===== config.mk =====
export PLATFORM = sky130hd
export DESIGN_NAME = prog_ram_flat
export DESIGN_NICKNAME = d
export VERILOG_FILES = /design/src/rtl/prog_ram_if.sv /design/src/rtl/prog_ram.sv /design/src/flat_wrapper.sv
export SDC_FILE = /design/constraint.sdc
export NUM_CORES = 1
export LEC_CHECK = 0
export ABC_AREA = 0
export CAP_MARGIN = 20
export CORE_ASPECT_RATIO = 1.2
export CORE_MARGIN = 4
export CORE_UTILIZATION = 35
export CTS_CLUSTER_SIZE = 8
export DETAILED_ROUTE_END_ITERATION = 8
export HOLD_SLACK_MARGIN = 0.15
export PLACE_DENSITY = 0.64
export REMOVE_ABC_BUFFERS = 1
export SYNTH_ARGS = -nofsm -noshare
export SYNTH_HDL_FRONTEND = slang
export SYNTH_SLANG_ARGS = --single-unit

===== constraint.sdc =====
create_clock -name clk -period 2 [get_ports clk]
set_input_delay 0.3 -clock clk [delete_from_list [all_inputs] [get_ports clk]]
set_output_delay 0.3 -clock clk [all_outputs]
set_load 0.005 [all_outputs]

===== src/rtl/prog_ram_if.sv =====
// Bus bundle between the 4-bit computer and its program/data RAM.
// The bundle carries the load port, the run-mode access port and the status outputs.
interface prog_ram_if #(
   parameter int ADDR_W = 4,
   parameter int DATA_W = 8
);
   logic              prog_mode;
   logic              ld_valid;
   logic              ld_ready;
   logic [ADDR_W-1:0] ld_addr;
   logic [DATA_W-1:0] ld_data;
   logic              ld_done;
   logic [ADDR_W-1:0] addr;
   logic              rd_en;
   logic              wr_en;
   logic [DATA_W-1:0] dIn;
   logic [DATA_W-1:0] dOut;
   logic              dValid;
   logic              busy;

   modport master (
      output prog_mode, ld_valid, ld_addr, ld_data, addr, rd_en, wr_en, dIn,
      input  ld_ready, ld_done, dOut, dValid, busy
   );

   modport slave (
      input  prog_mode, ld_valid, ld_addr, ld_data, addr, rd_en, wr_en, dIn,
      output ld_ready, ld_done, dOut, dValid, busy
   );
endinterface


===== src/rtl/prog_ram.sv =====
// 16 x 8 program/data RAM: clears itself after reset, then serves the load port or run-mode accesses.
// Run-mode reads have one cycle of latency and return the old word on a same-cycle write.
module prog_ram #(
   parameter int ADDR_W = 4,
   parameter int DATA_W = 8
) (
   input  logic           clk,
   input  logic           rst,
   prog_ram_if.slave      bus
);
   localparam int DEPTH = 1 << ADDR_W;
   localparam logic [ADDR_W-1:0] ADDR_MAX = '1;

   typedef enum logic [1:0] {
      ST_CLEAR = 2'd0,
      ST_LOAD  = 2'd1,
      ST_RUN   = 2'd2
   } state_t;

   state_t            state_reg;
   logic [ADDR_W-1:0] clr_cnt_reg;
   logic [DATA_W-1:0] dout_reg;
   logic              dvalid_reg;
   logic              ld_done_reg;
   logic              busy_reg;

   logic [DATA_W-1:0] mem [DEPTH];

   logic              mem_we;
   logic [ADDR_W-1:0] mem_waddr;
   logic [DATA_W-1:0] mem_wdata;
   logic              ld_fire;

   assign bus.ld_ready = (state_reg == ST_LOAD);
   assign ld_fire      = bus.ld_valid && (state_reg == ST_LOAD);

   // One shared write port; the active state decides who owns it.
   always_comb begin
      mem_we    = 1'b0;
      mem_waddr = clr_cnt_reg;
      mem_wdata = '0;
      case (state_reg)
         ST_CLEAR: begin
            mem_we    = 1'b1;
            mem_waddr = clr_cnt_reg;
            mem_wdata = '0;
         end
         ST_LOAD: begin
            mem_we    = bus.ld_valid;
            mem_waddr = bus.ld_addr;
            mem_wdata = bus.ld_data;
         end
         ST_RUN: begin
            mem_we    = bus.wr_en;
            mem_waddr = bus.addr;
            mem_wdata = bus.dIn;
         end
         default: begin
            mem_we = 1'b0;
         end
      endcase
      if (rst) begin
         mem_we = 1'b0;
      end
   end

   always_ff @(posedge clk) begin
      if (mem_we) begin
         mem[mem_waddr] <= mem_wdata;
      end
   end

   always_ff @(posedge clk) begin
      if (rst) begin
         state_reg   <= ST_CLEAR;
         clr_cnt_reg <= '0;
         dout_reg    <= '0;
         dvalid_reg  <= 1'b0;
         ld_done_reg <= 1'b0;
         busy_reg    <= 1'b1;
      end else begin
         dvalid_reg  <= 1'b0;
         ld_done_reg <= 1'b0;
         case (state_reg)
            ST_CLEAR: begin
               clr_cnt_reg <= clr_cnt_reg + 1'b1;
               if (clr_cnt_reg == ADDR_MAX) begin
                  busy_reg  <= 1'b0;
                  state_reg <= bus.prog_mode ? ST_LOAD : ST_RUN;
               end
            end
            ST_LOAD: begin
               if (ld_fire && (bus.ld_addr == ADDR_MAX)) begin
                  ld_done_reg <= 1'b1;
               end
               if (!bus.prog_mode) begin
                  state_reg <= ST_RUN;
               end
            end
            ST_RUN: begin
               // Read sees the array before this edge's write lands.
               if (bus.rd_en) begin
                  dout_reg   <= mem[bus.addr];
                  dvalid_reg <= 1'b1;
               end
               if (bus.prog_mode) begin
                  state_reg <= ST_LOAD;
               end
            end
            default: begin
               state_reg <= ST_CLEAR;
            end
         endcase
      end
   end

   assign bus.dOut    = dout_reg;
   assign bus.dValid  = dvalid_reg;
   assign bus.ld_done = ld_done_reg;
   assign bus.busy    = busy_reg;
endmodule


===== src/flat_wrapper.sv =====
// flat-port wrapper written by rule: the top's interface ports become plain ports
module prog_ram_flat 
#(
   parameter int ADDR_W = 4,
   parameter int DATA_W = 8
)
  (clk, rst, bus_prog_mode, bus_ld_valid, bus_ld_addr, bus_ld_data, bus_addr, bus_rd_en, bus_wr_en, bus_dIn, bus_ld_ready, bus_ld_done, bus_dOut, bus_dValid, bus_busy);
  prog_ram_if #(.ADDR_W(ADDR_W), .DATA_W(DATA_W)) bus_i ();
  input  logic clk;
  input  logic rst;
  input wire logic [$bits(bus_i.prog_mode)-1:0] bus_prog_mode;
  input wire logic [$bits(bus_i.ld_valid)-1:0] bus_ld_valid;
  input wire logic [$bits(bus_i.ld_addr)-1:0] bus_ld_addr;
  input wire logic [$bits(bus_i.ld_data)-1:0] bus_ld_data;
  input wire logic [$bits(bus_i.addr)-1:0] bus_addr;
  input wire logic [$bits(bus_i.rd_en)-1:0] bus_rd_en;
  input wire logic [$bits(bus_i.wr_en)-1:0] bus_wr_en;
  input wire logic [$bits(bus_i.dIn)-1:0] bus_dIn;
  output wire logic [$bits(bus_i.ld_ready)-1:0] bus_ld_ready;
  output wire logic [$bits(bus_i.ld_done)-1:0] bus_ld_done;
  output wire logic [$bits(bus_i.dOut)-1:0] bus_dOut;
  output wire logic [$bits(bus_i.dValid)-1:0] bus_dValid;
  output wire logic [$bits(bus_i.busy)-1:0] bus_busy;
  assign bus_i.prog_mode = bus_prog_mode;
  assign bus_i.ld_valid = bus_ld_valid;
  assign bus_i.ld_addr = bus_ld_addr;
  assign bus_i.ld_data = bus_ld_data;
  assign bus_i.addr = bus_addr;
  assign bus_i.rd_en = bus_rd_en;
  assign bus_i.wr_en = bus_wr_en;
  assign bus_i.dIn = bus_dIn;
  assign bus_ld_ready = bus_i.ld_ready;
  assign bus_ld_done = bus_i.ld_done;
  assign bus_dOut = bus_i.dOut;
  assign bus_dValid = bus_i.dValid;
  assign bus_busy = bus_i.busy;
  prog_ram #(.ADDR_W(ADDR_W), .DATA_W(DATA_W)) u_core (.clk(clk), .rst(rst), .bus(bus_i));
endmodule

### Yosys cells after proc, flatten, opt, wreduce, memory -nomap -nowiden

Memories as Yosys holds them, arrays and structs flattened. A register that Yosys moved wholly into a read port is not among the register bits.
Cells that the tools add are included.

* register bits after elaboration: 9
* bits in latches: 0
* RAM bits: 128
* ROM bits: 0
* logic and storage cells: 37
* memories: 1

* add/sub/neg operators: 1
* multiply operators: 0
* divide/modulo/power cells: 0
* magnitude comparators: 0
* equality and inequality tests: 7
* shift operators: 0
* mux-type cells: 13
* bitwise operators: 2
* reductions and logical operators: 8

Memories
* u_core.mem: words 16, bits a word 8, read ports 1, clocked after memory_dff 1, wr ports 1, line prog_ram.sv:27 `logic [DATA_W-1:0] mem [DEPTH];`

Operators by type and width (number)
* $pmux W8 S2: 1
* $eq A4 B4 Y1 const B: 2
* $mux W2: 4
* $pmux W4 S2: 1
* $pmux W2 S3: 1
* $mux W1: 5
* $add A4 B1 Y4 const B: 1
* $ne A2 B2 Y1 const B: 2
* $reduce_and A2 Y1: 2
* $reduce_or A2 Y1: 2
* $pmux W1 S3: 1
* $reduce_and A3 Y1: 1
* $eq A2 B1 Y1 const B: 1
* $eq A2 B2 Y1 const B: 1
* $logic_and A1 B1 Y1: 2
* $logic_not A2 Y1: 1
* $ne A2 B1 Y1 const B: 1
* $not A1 Y1: 2

### Depth between registers and ports, before layout

* word-level depth: 5
* depth in mapped cells: 8
* mapped depth without buffers: 6

### Worst setup path before layout

OpenSTA, ideal clock, no wires.

* path type: register to register
* start: register u_core.state_reg[0]
* end: memory u_core.mem[10][0] (enable)
* library setup time: 0.370 ns
* arrival time: 1.807 ns
* data required time: 1.630 ns
* path slack: -0.177 ns
* cell stages (with the launch flop): 8
* buffers on the path: 1
* period minus slack after synthesis: 2.177 ns
* cell sequence: dfxtp_1 -> inv_1 -> ha_1 -> clkbuf_1 -> a221oi_1 -> nor3_1 -> nand3_1 -> nor2_1

* cells in the longest elaborated chain, start to end: 5
* elaborated cells on any way between the ends: 8
* those cells by class: 2 x eq/ne; 5 x mux; 1 x reduce/logical

Ends and longest elaborated chain
* start: declaration: line prog_ram.sv:20 `state_t state_reg;`
* start signal: assignment: line prog_ram.sv:89 `state_reg <= bus.prog_mode ? ST_LOAD : ST_RUN;`
* $eq A2 B2 Y1 (tied with other cells): line prog_ram.sv:42 `case (state_reg)`
* $pmux W1 S3: line prog_ram.sv:42
* $mux W1: line prog_ram.sv:62 `if (rst) begin`
* $mux W1: line prog_ram.sv:68 `if (mem_we) begin`
* $mux W1 (not written as such): line prog_ram.sv:69 `mem[mem_waddr] <= mem_wdata;`
* end: declaration: line prog_ram.sv:27

Several ways; a longest one is shown, not always the timed one.

### Worst setup path in the final report

* start: register u_core.state_reg[0]
* end: memory u_core.mem[12][2] (enable)

Same word-level chain as after synthesis.

==> out/results.ini <==
[run_status]
status=completed

[logic_synthesis]
ys_warn_count=0
ys_types=34
ys_ff_latch=145
syn_inst=348
synth_mux_area_share_pct=14.2
synth_compound_area_share_pct=5.95
async_flop_share_pct=0
synth_top_family_by_area=multiplexers
syn-cell-area_mm2=0.00600
synth_top_area_cell=edfxtp_1
synth_top_area_share_pct=64.1
synth-edff-count=128
synthAdderAreaFrac_pct=1.04
synthTopCellsByArea=edfxtp_1 (64%), dfxtp_1 (5.7%), mux4_1 (5.3%)
ys_seq_area_share_pct=69.8
yosys.area_share.simple_pct=5.49
syn-mean-instance-area_um2=17.2
ys.flop_type=edfxtp_1
synth_xor_area_share_pct=0.438

[timing]
skew_ns=0.00772
fin_crit_ns=1.99
maxSlewHeadroom_pct=40.0
fmax_mhz=502
fin_crit_sh_pct=99.6
finalHoldViolCount=0
tightest_slew_ns=0.900
rsz0062_at_grt=yes
setup_viol=0
slew_viol_final=0

[hold_path]
hold_start=u_core.bus.busy$_SDFFE_PP1P_
min_path_type=reg2reg

[floorplan]
initial_core_util_pct=35.6
fp.dieW_um=127
num_io_pins=42
die-area_mm2=0.0193
core_mm2=0.0169
row_count=52
die_h_um=151

[finish]
final.fill_count=1422
n_antenna_cell=0
nNetsFinal=482
layout-drive-gt1-share_pct=31.3
multi_input_area_mm2=0.00177
regArea_mm2=0.00418
syn_to_final_growth_pct=30.6
fin_cells=676
largest_reg_flops=128

[clock_tree]
clk_pin_slew_ns=0.06
clockRootBuffer=clkbuf_16
cts_tree=done
cts_made_buffers=17
h-tree-depth=4
clkSinkCount=145
insertion_delay_ns=0.42
clk_path_buf_depth=2
ctsHoldBuffers=0

[grt]
grt_max_degree=27
grt_pass1_wl_um=22100
grt_use_met1_pct=20.1
met3_usage_pct=4.80
busiest_layer=met2
gr-usage-met2_pct=25.8
antenna_found_initial=0
gr-total-overflow=0
grt_use_total_pct=15.8
grt_pass1_vias=3705

[worst_setup_path]
crit_path_start_kind=flip-flop
crit_type=reg2reg
critPathMaxFanout=8
cp-endpoint=u_core.mem[12][2]$_DFFE_PP_
critical_path.startpoint=u_core.state_reg[0]$_SDFFE_PP0P_
worstRegToRegCells=8
reg2reg_to=u_core.mem[12][2]$_DFFE_PP_
reg2reg_from=u_core.state_reg[0]$_SDFFE_PP0P_
cp.required_ns=2.14
rrSetupSlack_ns=0.008
crit_path_end_kind=flip-flop
arrival_ns=2.13

[placement]
dp_hpwl_um=9820
dp.cells=638
finalWeightedCongestion=0.829
io_buffer_count=41

[detailed_routing]
dr_total_vias=3568
drtAntennaViolNets=0
via_per_inst=5.28
routed_wl_um=14700
drc=0
wire_per_inst_um=21.7
firstDrtPassIters=5
drtIter0Drc=341

[power_and_ir_drop]
p_leak_nw=2.80
finalPower_mw=9.70
power.density_mw_per_mm2=1240
peakVddDrop_mv=0.687

[flow_run]
maxCapViolations=0

-- critical path, stage by stage, from the launching register on --
cell and delay, ns:
dfxtp_1 0.32, buf_4 0.15, ha_4 0.18, buf_4 0.16, a22oi_2 0.20, a21o_1 0.23, nand2_2 0.14, nor2_2 0.16
buf_6 0.16
-- cells in the mapped netlist, types with 3 or more instances --
cell	instances
a21o_1	5
a21oi_1	6
a221oi_1	10
a22oi_1	21
buf_6	5
clkbuf_1	8
clkbuf_8	3
dfxtp_1	17
edfxtp_1	128
ha_1	5
inv_1	3
mux2_2	8
mux2i_1	20
mux4_1	12
mux4_2	11
nand2_1	16
nand3_1	6
nand4_1	4
nor2_1	27
nor2b_1	10
o21ai_0	7
-- worst min path at each step --
| stage | depth (start not counted) | endpoint |
|---|---|---|
| floorplan | 1 | u_core.state_reg[1]$_SDFFE_PP0P_ |
| global placement | 1 | u_core.bus.busy$_SDFFE_PP1P_ |
| detailed placement | 1 | u_core.bus.busy$_SDFFE_PP1P_ |
| CTS | 1 | u_core.bus.busy$_SDFFE_PP1P_ |
| global route | 1 | u_core.bus.busy$_SDFFE_PP1P_ |
| finish | 1 | u_core.bus.busy$_SDFFE_PP1P_ |
-- layer usage --
| layer | vias up | share of wire (%) |
|---|---|---|
| met5 | - | 0 |
| met4 | 0 | 1.7 |
| met3 | 19 | 6.6 |
| met2 | 135 | 50 |
| met1 | 1821 | 42 |
| li1 | 1593 | - |
-- power breakdown --
part | internal [mW] | total (mW) | switching, mW | leakage (nW)
sequential | 3.86 | 4.02 | 0.158 | 1.36
combinational | 1.09 | 2.50 | 1.41 | 1.16
clock | 1.87 | 3.18 | 1.31 | 0.288
total | 6.83 | 9.70 | 2.88 | 2.80
-- per-stage QoR --
step | worst slack, ns | setup TNS (ns) | hold WS [ns] | utilization (%) | area, um2
6_report | 0.00787 | 0 | 0.460 | 46.5 | 7830
4_1_cts | -0.00444 | -0.0204 | 0.465 | 45.6 | 7690
3_3_place_gp | -0.231 | -23.17 | 0.453 | 41.6 | 7020
5_1_grt | -0.0736 | -4.02 | 0.482 | 46.5 | 7830
3_5_place_dp | -0.265 | -28.59 | 0.444 | 41.6 | 7020
2_1_floorplan | -0.252 | -31.34 | 0.369 | - | 5820
-- logic make-up after synthesis --
family / after synthesis
buffers and inverters: 24
AND/OR/NAND/NOR: 70
XOR/XNOR: 3
AO/OA/AOI/OAI: 50
multiplexers: 51
flip-flops: 145
adder cells (fa/ha/maj): 5
-- cell type report --
class | count | share of cell area (%)
repair buffers | 101 | 12.8
flip-flops and latches | 145 | 53.4
clock inverters | 15 | 2.22
inverters | 3 | 0.144
clock buffers | 17 | 5.43
multi-input cells | 179 | 22.5
well taps | 216 | 3.45
-- cells in the final DEF (no fill, tap or decap), types with 3 or more instances in the layout --
master and count:
a21o_1 5, a21oi_2 4, a221oi_1 10, a22oi_1 18, a22oi_2 3, buf_12 9, buf_4 42, buf_6 9
clkbuf_16 17, clkdlybuf4s50_1 39, clkinv_4 4, dfxtp_1 17, edfxtp_1 128, ha_4 3, inv_6 6, mux2_2 8
mux2i_1 20, mux4_1 12, mux4_2 11, nand2_1 12, nand2_2 3, nand3_2 4, nand4_1 4, nor2_1 17
nor2_2 9, nor2b_1 10, o21ai_0 7
-- repair_timing --
| action | in CTS | in global routing |
|---|---|---|
| setup endpoints to repair | 135 | 128 |
| resized for setup | 13 | 33 |
| pin swaps | 2 | 9 |
| setup buffers | 2 | 4 |
(Power assumes the default switching activity.)
